[config.mk]
export PLATFORM = sky130hd
export DESIGN_NAME = hazard_scoreboard
export DESIGN_NICKNAME = d
export VERILOG_FILES = /design/src/rtl/hazard_scoreboard.sv
export SDC_FILE = /design/constraint.sdc
export NUM_CORES = 1
export LEC_CHECK = 0
export BUFFER_PORTS_ARGS = -buffer_cell sky130_fd_sc_hd__buf_2
export CELL_PAD_IN_SITES_DETAIL_PLACEMENT = 1
export CELL_PAD_IN_SITES_GLOBAL_PLACEMENT = 1
export CORE_ASPECT_RATIO = 0.75
export CORE_UTILIZATION = 29
export CTS_CLUSTER_DIAMETER = 30
export DETAILED_ROUTE_END_ITERATION = 8
export PLACE_DENSITY = 0.53
export SYNTH_ARGS = -nofsm -noshare
export SYNTH_HDL_FRONTEND = slang
export SYNTH_SLANG_ARGS = --single-unit
export TNS_END_PERCENT = 20
[constraint.sdc]
create_clock -name clk -period 2.4 [get_ports clk]
set_input_delay 0.12 -clock clk [delete_from_list [all_inputs] [get_ports clk]]
set_output_delay 0.12 -clock clk [all_outputs]
set_load 0.02 [all_outputs]
[src/rtl/hazard_scoreboard.sv]
// Register-read hazard scoreboard: per-register countdown of cycles until a
// pending result can be forwarded, with flush and a stall watchdog.
module hazard_scoreboard #(
  parameter int REG_AW    = 5,
  parameter int LAT_W     = 3,
  parameter int STALL_W   = 8,
  parameter int MAX_STALL = 64
) (
  input  logic                 clk,
  input  logic                 rst_n,
  input  logic [REG_AW-1:0]    rs1_rr,
  input  logic [REG_AW-1:0]    rs2_rr,
  input  logic                 use_rs1,
  input  logic                 use_rs2,
  input  logic                 issue_valid,
  input  logic                 issue_we,
  input  logic [REG_AW-1:0]    issue_rd,
  input  logic [LAT_W-1:0]     issue_lat,
  input  logic                 flush,
  output logic                 h_lock,
  output logic [2**REG_AW-1:0] busy_vec,
  output logic                 stall_timeout
);

  localparam int NREG = 2**REG_AW;

  logic [LAT_W-1:0]   cnt_q [NREG];
  logic [LAT_W-1:0]   cnt_d [NREG];
  logic [STALL_W-1:0] stall_run_q;
  logic [STALL_W-1:0] stall_run_d;
  logic               stall_timeout_q;
  logic               stall_timeout_d;
  logic               hit1;
  logic               hit2;
  logic               issue;

  function automatic logic [LAT_W-1:0] dec(
    input logic [LAT_W-1:0] x
  );
    return (x == '0) ? '0 : x - LAT_W'(1);
  endfunction

  always_comb begin
    hit1   = use_rs1 && (rs1_rr != '0)
          && (cnt_q[rs1_rr] != '0);
    hit2   = use_rs2 && (rs2_rr != '0)
          && (cnt_q[rs2_rr] != '0);
    h_lock = hit1 || hit2;
    issue  = issue_valid && !h_lock && !flush;
  end

  // cnt holds remaining stall cycles: a latency-L producer leaves L-1.
  always_comb begin
    for (int r = 0; r < NREG; r++) begin
      cnt_d[r] = dec(cnt_q[r]);
      if (flush) begin
        cnt_d[r] = '0;
      end else if (issue && issue_we && r != 0
                   && issue_rd == REG_AW'(r)) begin
        if (issue_lat > cnt_q[r])
          cnt_d[r] = dec(issue_lat);
      end
    end
  end

  always_comb begin
    for (int r = 0; r < NREG; r++)
      busy_vec[r] = (cnt_q[r] != '0);
  end

  always_comb begin
    stall_run_d     = '0;
    stall_timeout_d = stall_timeout_q;
    if (!flush && h_lock) begin
      if (stall_run_q != '1)
        stall_run_d = stall_run_q + STALL_W'(1);
      else
        stall_run_d = stall_run_q;
      if (stall_run_q >= STALL_W'(MAX_STALL - 1))
        stall_timeout_d = 1'b1;
    end else if (flush && h_lock) begin
      if (stall_run_q >= STALL_W'(MAX_STALL - 1))
        stall_timeout_d = 1'b1;
    end
  end

  always_ff @(posedge clk or negedge rst_n) begin
    if (!rst_n) begin
      for (int r = 0; r < NREG; r++)
        cnt_q[r] <= '0;
      stall_run_q     <= '0;
      stall_timeout_q <= 1'b0;
    end else begin
      for (int r = 0; r < NREG; r++)
        cnt_q[r] <= cnt_d[r];
      stall_run_q     <= stall_run_d;
      stall_timeout_q <= stall_timeout_d;
    end
  end

  assign stall_timeout = stall_timeout_q;

endmodule
Yosys cells after proc, flatten, opt, wreduce, memory -nomap -nowiden
Cells that the tools add are included.
{"block": "word_totals", "regBits": 105, "elab_cells": 388}
{"block": "op_classes", "n_addsub": 34, "eq_ne": 33, "bitwise": 2, "magnitude_cmp": 34, "n_reduce_logical": 113, "n_mux": 138}
{"operator": "$mux W3", "count": 131}
{"operator": "$reduce_bool A3 Y1", "count": 34}
{"operator": "$logic_not A3 Y1", "count": 33}
{"operator": "$sub A3 B1 Y3 const B", "count": 33}
{"operator": "$gt A3 B3 Y1", "count": 31}
{"operator": "$eq A5 B5 Y1 const B", "count": 16}
{"operator": "$eq A5 B4 Y1 const B", "count": 8}
{"operator": "$logic_and A1 B1 Y1", "count": 40}
{"operator": "$bmux W3 S5", "count": 2}
{"operator": "$eq A5 B3 Y1 const B", "count": 4}
{"operator": "$mux W8", "count": 2}
{"operator": "$ge A6 B6 Y1 const B", "count": 2}
{"operator": "$not A5 Y6", "count": 2}
{"operator": "$eq A5 B2 Y1 const B", "count": 2}
{"operator": "$reduce_bool A5 Y1", "count": 2}
{"operator": "$add A8 B1 Y8 const B", "count": 1}
{"operator": "$ge A8 B6 Y1 const B", "count": 1}
{"operator": "$ne A8 B8 Y1 const B", "count": 1}
{"operator": "$eq A5 B1 Y1 const B", "count": 1}
{"operator": "$mux W1", "count": 3}
{"operator": "$logic_not A1 Y1", "count": 2}
{"operator": "$ne A2 B1 Y1 const B", "count": 1}
{"operator": "$reduce_bool A2 Y1", "count": 1}
{"operator": "$logic_or A1 B1 Y1", "count": 1}

Longest topological paths before layout
Gate-level depths: netlist of run 1.
{"block": "logic_depth", "ltp_word": 14, "depth_mapped": 11, "ltp_nobuf": 8}

Worst setup path after synthesis of run 1
Ideal clock, no wire load.
{"block": "synth_timing", "kind": "register to register", "startpoint": "register cnt_q[22] in the netlist's numbering", "endpoint": "register cnt_q[25] in the netlist's numbering", "t_required_ns": 2.272, "setup_time_ns": 0.128, "path_slack_ns": 0.027, "t_arrival_ns": 2.245, "path_stages_with_launch": 10, "path_cell_list": "dfrtp_1 > nor2_2 > nor4b_1 > a31oi_1 > and4b_1 > o311a_1 > a31oi_4 > buf_6 > nand4_2 > mux2_1"}
{"item": "start, declared", "line_no": "27", "source": "logic [LAT_W-1:0] cnt_q [NREG];"}
{"item": "start signal, assigned by index", "line_no": "95", "source": "cnt_q[r] <= cnt_d[r];"}

Worst setup path after layout of run 1
{"block": "layout_timing", "startpoint": "register cnt_q[31] in the netlist's numbering", "endpoint": "output h_lock"}
{"block": "layout_via", "elab_chain_len": 6, "word_cells_on_any_way": 11, "cone_classes": "6 x mux; 5 x reduce/logical"}
{"item": "$bmux W3 S5 (on tied branches)", "line_no": "45, 47"}
{"item": "$mux W3 (on tied branches) (2 in a row)", "line_no": "45, 47"}
{"item": "$reduce_bool A3 Y1 (on tied branches)", "line_no": "45, 47"}
{"item": "$logic_and A1 B1 Y1 (on tied branches)", "line_no": "45, 47"}
{"item": "$logic_or A1 B1 Y1 (*)", "line_no": "48", "source": "h_lock = hit1 || hit2;"}
{"item": "end, declared", "line_no": "20", "source": "output logic h_lock,"}
Every way passes the cells marked *; elsewhere a longest branch is shown, timed or not. The select of a mux whose other input is x is not followed.

==> results of run 1 <==
==> area by class of cell <==
cell class	instances	area share, %
flip-flops and latches	105	21.1
well taps	442	4.44
clock inverters	6	0.402
clock buffers	10	1.92
multi-input cells	788	51.0
inverters	141	4.25
repair buffers	276	16.9
==> per-stage QoR <==
step / setup slack (ns) / cells / util [%] / TNS (ns)
after floorplan: 0.0274 / 1077 / - / 0
after global placement: -0.333 / 1744 / 36.7 / -28.73
after detailed placement: -0.388 / 1744 / 36.7 / -31.43
after CTS: -0.307 / 1768 / 38.3 / -20.98
after global routing: -0.344 / 1768 / 38.5 / -27.16
final: -0.290 / 1768 / 38.5 / -20.38
==> path summary, 6_finish.rpt <==
check / startpoint / endpoint / slack, ns / cells past startpoint
worst max-delay path: cnt_q[31] / h_lock / -0.29 / 10
min in group clk: flush / cnt_q[90] / 0.32 / 6
worst min-delay path: rst_n / cnt_q[40] / 0.17 / 2
worst max register to register: cnt_q[31] / cnt_q[25] / -0.26 / 10
worst min register to register: stall_timeout / stall_timeout / 0.48 / 1
max in group asynchronous: rst_n / cnt_q[24] / 1.50 / 3
==> power groups by stage <==
| stage | logic [mW] | registers (mW) | clock network, mW |
|---|---|---|---|
| 2_1_floorplan | 0.368 | 1.82 | 0 |
| 3_3_place_gp | 0.736 | 1.82 | 0 |
| 3_5_place_dp | 0.754 | 1.82 | 0 |
| 4_1_cts | 0.804 | 1.78 | 1.60 |
| 5_1_grt | 0.877 | 1.78 | 1.64 |
| 6_report | 0.800 | 1.78 | 1.55 |
==> worst max-delay path, delay by kind of cell, from the launching register on <==
kind | cells | cell delay [ns]
AOI/OAI and AO/OA | 6 | 1.35
DFF | 1 | 0.41
buffers and inverters | 3 | 0.29
and+or+nand+nor | 1 | 0.14
==> cells in the mapped netlist (12+ instances only) <==
cell	instances	area share, %
ha_1	160	21
dfrtp_1	105	28
nand2_1	82	3.2
inv_1	141	5.6
clkbuf_1	28	1.1
nor3_1	27	1.4
a31oi_1	25	1.6
nand3_1	16	0.84
mux2_2	15	1.8
mux2_1	16	1.9
nor4_1	23	1.5
mux2i_1	65	6.8
nor2_1	59	2.3
nor2b_1	28	1.8
o21a_1	25	2.0
nand2b_1	37	2.4
a21oi_1	51	2.7
a311oi_1	12	1.1
o21ai_0	29	1.5
or3_1	32	2.1
==> cell usage in the layout (no fill, tap or decap), types with 3 or more instances in the layout <==
cell / n
buf_4: 204
ha_1: 160
inv_1: 140
dfrtp_1: 105
nand2_1: 82
mux2i_1: 65
nor2_1: 58
buf_2: 55
a21oi_1: 49
nand2b_1: 37
or3_1: 32
o21ai_0: 29
nor2b_1: 28
o21a_1: 25
a31oi_1: 24
nor3_1: 23
nor4_1: 18
mux2_1: 16
mux2_2: 15
nand3_2: 14
a311oi_1: 12
buf_12: 12
nand4_2: 11
nand3_1: 10
clkbuf_16: 9
nor4_2: 6
a21o_1: 5
and3_1: 4
nor3_2: 4
nor3b_1: 3
nor4_4: 3
o311ai_1: 3
o22ai_1: 3
o21ai_1: 3
buf_6: 3
==> metal layers <==
metal | GRT usage (%) | vias up | wire [µm]
met5 | 0 | - | 8
met3 | 2.66 | 31 | 927
met4 | 4.35 | 2 | 495
li1 | - | 4212 | -
met2 | 33.9 | 95 | 15400
met1 | 29.6 | 4253 | 16600
==> sequential cells by signal, indices dropped and copies added (netlist names) <==
signal and count:
cnt_q 96, stall_run_q 8, stall_timeout 1
==> what timing repair did <==
item	CTS	global route
pin swaps	9	6
hold buffers	1	0
gates resized for setup	31	12
setup endpoints to repair	103	103
setup buffers	7	0
endpoints found under the hold margin	33	0
==> cell families (layout without fill, tap and decap cells) <==
family                   after synthesis  in the layout  share of synthesized area, %
XOR/XNOR                               3              3                         0.276
multiplexers                          97             97                          10.7
adder cells (fa/ha/maj)              160            160                          21.0
buffers and inverters                184            433                          7.79
flip-flops                           105            105                          27.6
AO/OA/AOI/OAI                        179            179                          12.1
AND/OR/NAND/NOR                      349            349                          20.5
==> results.toml, run 1 <==
[layout]
nFillCells = 3838
nets = 1506
diodes = 0
fin_area_um2 = 12500
synthToLayoutAreaGrowth_pct = 30.7
multi_input_area_um2 = 6350
register_area_um2 = 2630
drive_gt1_share_pct = 27.4

[grt]
grt_max_degree = 109
grt_pass1_wl_um = 53600
gr-total-overflow = 0
grt_pass1_vias = 9198
antenna_found_initial = 1
gr-usage-all-layers_pct = 20.9

[timing]
slew_violations = 0
worst_slack_ns = -0.290
timing.hold.ws_ns = 0.174
rsz0062_at_grt = "true"
clock_skew_ns = 0.0225
fin_crit_sh_pct = 112
worstMarginPinSlew_ns = 0.526
fmax_ghz = 0.372
relSlewSlack_pct = 64.7
period_needed_ns = 2.69
setup_violations = 103
hold_violations = 0

[die]
rows = 57
die_area_um2 = 33600
die_x_um = 211
start_util_pct = 29.4
pin_count = 59
core_area_um2 = 32400
die_h_um = 159

[synthesis]
ys_ff_latch = 105
ys_types = 62
seq_area_frac_synth_pct = 27.6
synth-edff-count = 0
synthArstFlopShare_pct = 100
yosys_warnings = 0
synthFlopType = "dfrtp_1"
synthesis.nets = 1262
syn-cell-area_um2 = 9530
synth_cells = 1077
syn_area_per_cell_um2 = 8.85

[flow_run]
maxCapViolations = 0

[run_status]
violations = "setup timing"
status = "complete, but fails checks"

[drt]
routed_wl_um = 33500
vias_per_cell = 4.86
routedWlPerCell_um = 18.9
drt_pass1_iterations = 4
drc = 0
drt_iter0_drc = 293
drtAntennaViolNets = 0
vias = 8593

[pwr]
switching_share_pct = 31.6
p_int_mw = 2.83
combPwrFrac_pct = 19.4
powerDensity_nw_per_um2 = 332
ir_drop_mv = 0.360
power_mw = 4.13
power.share.clock_pct = 37.6
power.leakage_nw = 6.73
seqPwrFrac_pct = 43.1
p_sw_mw = 1.30

[clock_tree]
clkSlewWorstSetupHoldPaths_ns = 0.10
h-tree-depth = 3
cts_buffer_depth = 2
clk_latency_ns = 0.38
cts.sinks = 105
numCtsBuffers = 9
clock-root-buffer = "clkbuf_16"
cts_tree = "done"

[critical_path]
worstPathMaxFanout = 3
crit_chain = "o41ai_2 > a31oi_2 > o22ai_2 > a211oi_2 > o311a_1 > a31oi_4 > buf_12 > and2_4 > inv_2 > buf_6"
critical-path-max-stage-delay_ns = 0.41
critPathLaunchType = "flop"
crit_path_top_delay_cell = "dfrtp_1"
worst-setup-path-type = "reg -> out"
end_kind = "primary output"
cp.arrival_ns = 2.57
required_ns = 2.28

[placement]
port_buffers = 58
gp_congestion = 0.802
dpl.hpwl_um = 24600
placed_area_um2 = 11900

[hold_path]
hold_class = "in -> async"
No activity file was read; power rests on OpenSTA's default activity.
==> run 2: changes to the inputs <==
--- a/config.mk
+++ b/config.mk
@@ -10,8 +10,8 @@
 export CELL_PAD_IN_SITES_GLOBAL_PLACEMENT = 1
 export CORE_ASPECT_RATIO = 0.75
-export CORE_UTILIZATION = 29
+export CORE_UTILIZATION = 44
 export CTS_CLUSTER_DIAMETER = 30
 export DETAILED_ROUTE_END_ITERATION = 8
-export PLACE_DENSITY = 0.53
+export PLACE_DENSITY = 0.76
 export SYNTH_ARGS = -nofsm -noshare
 export SYNTH_HDL_FRONTEND = slang
==> constraint.sdc (replaced) <==
create_clock -name clk -period 2.4 [get_ports clk]
set_input_delay 0.24 -clock clk [delete_from_list [all_inputs] [get_ports clk]]
set_output_delay 0.24 -clock clk [all_outputs]
set_load 0.02 [all_outputs]
==> run 2 against run 1 <==
  * The flow still finishes with violations (setup timing)
  * Cell area decreased by 0.45%
  * Setup slack got worse by 0.098 ns
  * Global-route usage increased by 9.8 points
  * Routed wire length increased by 3.7%
  * Critical path type is now reg -> reg
  * Highest routed layer is now met4
==> results.toml, run 2 (synthesis gave the netlist of run 1 again) <==
[run_status]
status = "complete, but fails checks"
violations = "setup timing"

[grt]
gr-usage-all-layers_pct = 30.7
grt_pass1_wl_um = 52000
grt_pass1_vias = 9527
gr-total-overflow = 0
grtUsageMet1_pct = 40.3
antenna_found_initial = 0
grt_max_degree = 72
grtUsageMet2_pct = 51.0
grt_util_met3_pct = 5.93
grt.busiest_layer = "met2"

[clock_tree]
clk_latency_ns = 0.36
cts_buffer_depth = 2
clkSlewWorstSetupHoldPaths_ns = 0.07
cts.sinks = 105
clock-root-buffer = "clkbuf_16"
h-tree-depth = 3
cts_tree = "done"
numCtsBuffers = 9

[timing]
slew_violations = 0
hold_violations = 0
timing.hold.ws_ns = 0.310
fin_crit_sh_pct = 116
worstMarginPinSlew_ns = 0.765
clock_skew_ns = 0.00840
worst_slack_ns = -0.388
fmax_ghz = 0.359
setup_violations = 102
relSlewSlack_pct = 49.0
rsz0062_at_grt = "true"
tns_ns = -28.00
period_needed_ns = 2.79

[layout]
nets = 1499
diodes = 0
nFillCells = 2515
fin_area_um2 = 12400
multi_input_area_um2 = 6450
largest_register = "cnt_q"
final_cell_mix = "buf_4 (181), ha_1 (160), inv_1 (140), dfrtp_1 (105), nand2_1 (82)"
final_common_cell = "buf_4"
register_area_um2 = 2630
largest_register_ff_count = 96
final_util_pct = 58.5
synthToLayoutAreaGrowth_pct = 30.1
drive_gt1_share_pct = 27.6

[pwr]
ir_drop_mv = 0.259
powerDensity_nw_per_um2 = 339
power.leakage_nw = 6.66

[drt]
vias = 9245
drt_pass1_iterations = 5
drtAntennaViolNets = 0
routedWlPerCell_um = 21.6
drt_iter0_drc = 582
routed_wl_um = 34700
drc = 0
vias_per_cell = 5.75

[placement]
port_buffers = 58
dpl.hpwl_um = 23500
pre_cts_slack_ns = -0.433
gp_congestion = 0.892
placed_area_um2 = 11500

[critical_path]
worstPathMaxFanout = 7
cp.arrival_ns = 3.03
worst-setup-path-type = "reg -> reg"
crit_path_end = "cnt_q[64]"
regToRegSetupSlack_ns = -0.39
required_ns = 2.64
setup.worst_path.start = "cnt_q[30]"
timing.rr.start = "cnt_q[30]"
reg2reg_to = "cnt_q[64]"
critPathLaunchType = "flop"
ff2ff_path_depth = 12
end_kind = "flop"

[die]
die_h_um = 129
core_area_um2 = 21200
rows = 46
die_area_um2 = 22300
die_x_um = 172
pin_count = 59
start_util_pct = 45.0

[hold_path]
hold_class = "in -> async"

[flow_run]
maxCapViolations = 0
[run 2: layout make-up]
class | count | area share, %
inverter | 141 | 4.27
multi-input combinational | 788 | 52.0
sequential | 105 | 21.2
tap | 288 | 2.91
clock inverter | 5 | 0.444
clock buffer | 11 | 1.96
timing repair buffer | 269 | 17.2
[run 2: worst min path at each step]
| stage | cells past startpoint | slack, ns | endpoint | startpoint |
|---|---|---|---|---|
| after floorplan | 0 | -0.06 | cnt_q[0] | rst_n |
| after global placement | 1 | 0.15 | cnt_q[74] | rst_n |
| after detailed placement | 1 | 0.15 | cnt_q[74] | rst_n |
| after CTS | 2 | 0.32 | cnt_q[86] | rst_n |
| after global routing | 2 | 0.33 | cnt_q[86] | rst_n |
| final | 2 | 0.31 | cnt_q[86] | rst_n |
[run 2: metal layers]
layer / wire, µm / vias up
li1: - / 4211
met1: 15500 / 4640
met2: 16400 / 314
met3: 2000 / 80
met4: 855 / 0
met5: 0 / -
[run 2: timing repair]
action	in CTS	in global routing
pin swaps	7	17
gates resized for setup	30	54
endpoints found under the hold margin	19	0
gates cloned	2	1
hold buffers	1	0
setup endpoints to repair	103	103
buffers inserted	8	9
[run 2: critical path: stages (launching register included)]
cell,delay [ns]
dfrtp_1,0.42
o41ai_2,0.35
a31oi_1,0.08
o22ai_1,0.29
a211oi_1,0.08
o311a_1,0.34
a31oi_4,0.19
buf_4,0.15
buf_6,0.09
buf_6,0.12
buf_12,0.14
nand3_2,0.09
mux2_1,0.33
[run 2: power by group]
group / internal (mW) / switching, mW
logic: 0.332 / 0.516
clock network: 0.837 / 0.731
registers: 1.77 / 0.00562
total: 2.94 / 1.25
[run 2: stage by stage]
stage	std cells	total power, mW
after global routing	1607	4.32
after CTS	1598	4.14
after detailed placement	1572	2.51
after floorplan	1077	2.19
after global placement	1572	2.48
final	1607	4.20
==> run 3: changes to the inputs <==
- ABC_AREA: default -> 1
- CORE_UTILIZATION: 44 -> 41
==> run 3 against run 2 <==
  * The run now ends clean
  * Clock power fell by 5%
  * Critical path depth rose by 2
  * Setup slack improved by 0.46 ns
==> results.toml, run 3 <==
[run_status]
status = "finished, final reports clean"

[clock_tree]
cts_buffer_depth = 2
cts.sinks = 105
clk_latency_ns = 0.39
clock-root-buffer = "clkbuf_16"
clkSlewWorstSetupHoldPaths_ns = 0.07
numCtsBuffers = 9
cts_tree = "done"
h-tree-depth = 3

[synthesis]
synthFlopType = "dfrtp_1"
syn-cell-area_um2 = 11100
ys_types = 26
synth.most_common_cell = "nand2_1"
synthesis.nets = 1909
syn_area_per_cell_um2 = 6.43
yosys_warnings = 0
synth-edff-count = 0
seq_area_frac_synth_pct = 23.7
yosys-top-cells-count = "nand2_1 (486), nor2_1 (247), inv_1 (212), ha_1 (160), nand3_1 (130)"
ys_ff_latch = 105
netlist.area_leader.share_pct = 23.7
synthArstFlopShare_pct = 100
synth_cells = 1724
yosys.area.top_type = "dfrtp_1"
synth_area_leaders = "dfrtp_1 (24%), ha_1 (18%), nand2_1 (16%), nor2_1 (8.4%), inv_1 (7.2%)"

[layout]
final_common_cell = "nand2_1"
drive_gt1_share_pct = 11.7
largest_register = "cnt_q"
nFillCells = 3539
nets = 2003
final_cell_mix = "nand2_1 (474), nor2_1 (232), inv_1 (201), ha_1 (160), nand3_1 (126)"
diodes = 0
largest_register_ff_count = 96
synthToLayoutAreaGrowth_pct = 14.8
fin_area_um2 = 12700

[timing]
timing.hold.ws_ns = 0.152
period_needed_ns = 2.33
fin_crit_sh_pct = 97.1
relSlewSlack_pct = 37.1
slew_violations = 0
clock_skew_ns = 0.0211
worstMarginPinSlew_ns = 0.944
setup_violations = 0
fmax_ghz = 0.429
hold_violations = 0
rsz0062_at_grt = "true"

[critical_path]
end_kind = "flop"
cp.arrival_ns = 2.58
crit_cells = 14
worstPathMaxFanout = 23
cp_top_family = "simple AND/OR/NAND/NOR gates"
required_ns = 2.65
setup.worst_path.start = "cnt_q[31]"
crit_path_top_delay_cell = "dfrtp_1"
critical-path-max-stage-delay_ns = 0.39
timing.rr.start = "cnt_q[31]"
reg2reg_to = "cnt_q[7]"
regToRegSetupSlack_ns = 0.07
crit_path_end = "cnt_q[7]"
worst-setup-path-type = "reg -> reg"
critPathLaunchType = "flop"
cp.buffers_inverters = 3
crit_chain = "inv_1 > nand2_4 > nand2_1 > nand2_1 > nor2_1 > nand3_1 > nand3_1 > nand3_2 > nand3_4 > buf_6 > nand4_1 > buf_12 > nor3_1 > nor2_1"
ff2ff_path_depth = 14

[grt]
grt_util_met3_pct = 5.53
gr-total-overflow = 0
grt.busiest_layer = "met2"
antenna_found_initial = 0
grt_pass1_wl_um = 65300
grt_max_degree = 43
grtUsageMet1_pct = 41.9
gr-usage-all-layers_pct = 30.7
grt_pass1_vias = 12200
grtUsageMet2_pct = 49.0

[hold_path]
hold_class = "in -> reg"

[pwr]
p_int_mw = 2.83
combPwrFrac_pct = 24.6
p_sw_mw = 1.51
power.share.clock_pct = 34.3
powerDensity_nw_per_um2 = 341
switching_share_pct = 34.8
seqPwrFrac_pct = 41.1
ir_drop_mv = 0.298
power.leakage_nw = 7.17

[placement]
placed_area_um2 = 12100
port_buffers = 58
gp_congestion = 0.948
dpl.hpwl_um = 30600

[die]
die_h_um = 144
rows = 51
core_area_um2 = 26200
start_util_pct = 42.3
pin_count = 59
die_area_um2 = 27700
die_x_um = 192

[drt]
drt_iter0_drc = 622
drtAntennaViolNets = 0
routed_wl_um = 41600
vias = 11800
routedWlPerCell_um = 19.2
vias_per_cell = 5.47
drt_pass1_iterations = 5
drc = 0

[flow_run]
maxCapViolations = 0
## run 3: worst min-delay path by stage
stage / from / endpoint / slack, ns / cells after the start
global placement: rst_n / cnt_q[75] / 0.23 / 1
detailed placement: rst_n / cnt_q[75] / 0.23 / 1
global route: flush / cnt_q[93] / 0.16 / 2
floorplan: rst_n / cnt_q[0] / -0.06 / 0
finish: flush / cnt_q[93] / 0.15 / 2
CTS: flush / cnt_q[93] / 0.14 / 2
## run 3: repair_timing
item | in CTS | in global routing
setup endpoints to repair | 3 | 80
cloned | 0 | 1
hold endpoints to repair | 26 | 0
setup buffers | 1 | 24
resized for setup | 12 | 44
hold buffers | 1 | 0
pin swaps | 1 | 11
## run 3: cell type report
cell class              instances  area [µm²]  area share (%)
well taps                     344         430            3.38
inverters                     219         827            6.50
flip-flops and latches        105        2630            20.7
repair buffers                129        1030            8.06
clock inverters                 4        30.0           0.236
clock buffers                  11         233            1.83
multi-input cells            1354        7560            59.3
## run 3: through the flow
stage                     total power, mW  instances  TNS (ns)  worst slack, ns  utilization, %
after floorplan                      2.41       1724         0            0.531               -
after global placement               2.77       2124         0           0.0195            46.1
after detailed placement             2.81       2124    -0.112          -0.0351            46.1
after CTS                            4.31       2141         0          0.00289            47.3
after global routing                 4.52       2166    -0.636          -0.0519            48.6
final                                4.34       2166         0           0.0698            48.6
## run 3: routing by layer
metal  up-vias  routed length (µm)
met4         0                1100
met5         -                   0
met2       308               18500
met1      5747               19500
li1       5718                   -
met3        75                2570
## run 3: power by group through the flow
stage	clock (mW)	combinational [mW]	sequential [mW]
2_1_floorplan	0	0.590	1.82
3_3_place_gp	0	0.955	1.82
3_5_place_dp	0	0.993	1.82
4_1_cts	1.52	1.01	1.78
5_1_grt	1.56	1.17	1.79
6_report	1.49	1.07	1.78
## run 3: cells by family after synthesis
family,Yosys count,share of synthesized area (%)
compound gates,195,8.80
xor+xnor,2,0.158
fa+ha+maj,160,18.1
buf+inv,265,9.49
flops,105,23.7
mux,26,2.35
simple gates,971,37.5
## run 3: worst register-to-register path, stage by stage (launching register included)
cell and delay, ns:
dfrtp_1 0.39, inv_1 0.14, nand2_4 0.11, nand2_1 0.13
nand2_1 0.07, nor2_1 0.13, nand3_1 0.09, nand3_1 0.10
nand3_2 0.09, nand3_4 0.11, buf_6 0.16, nand4_1 0.16
buf_12 0.22, nor3_1 0.23, nor2_1 0.08
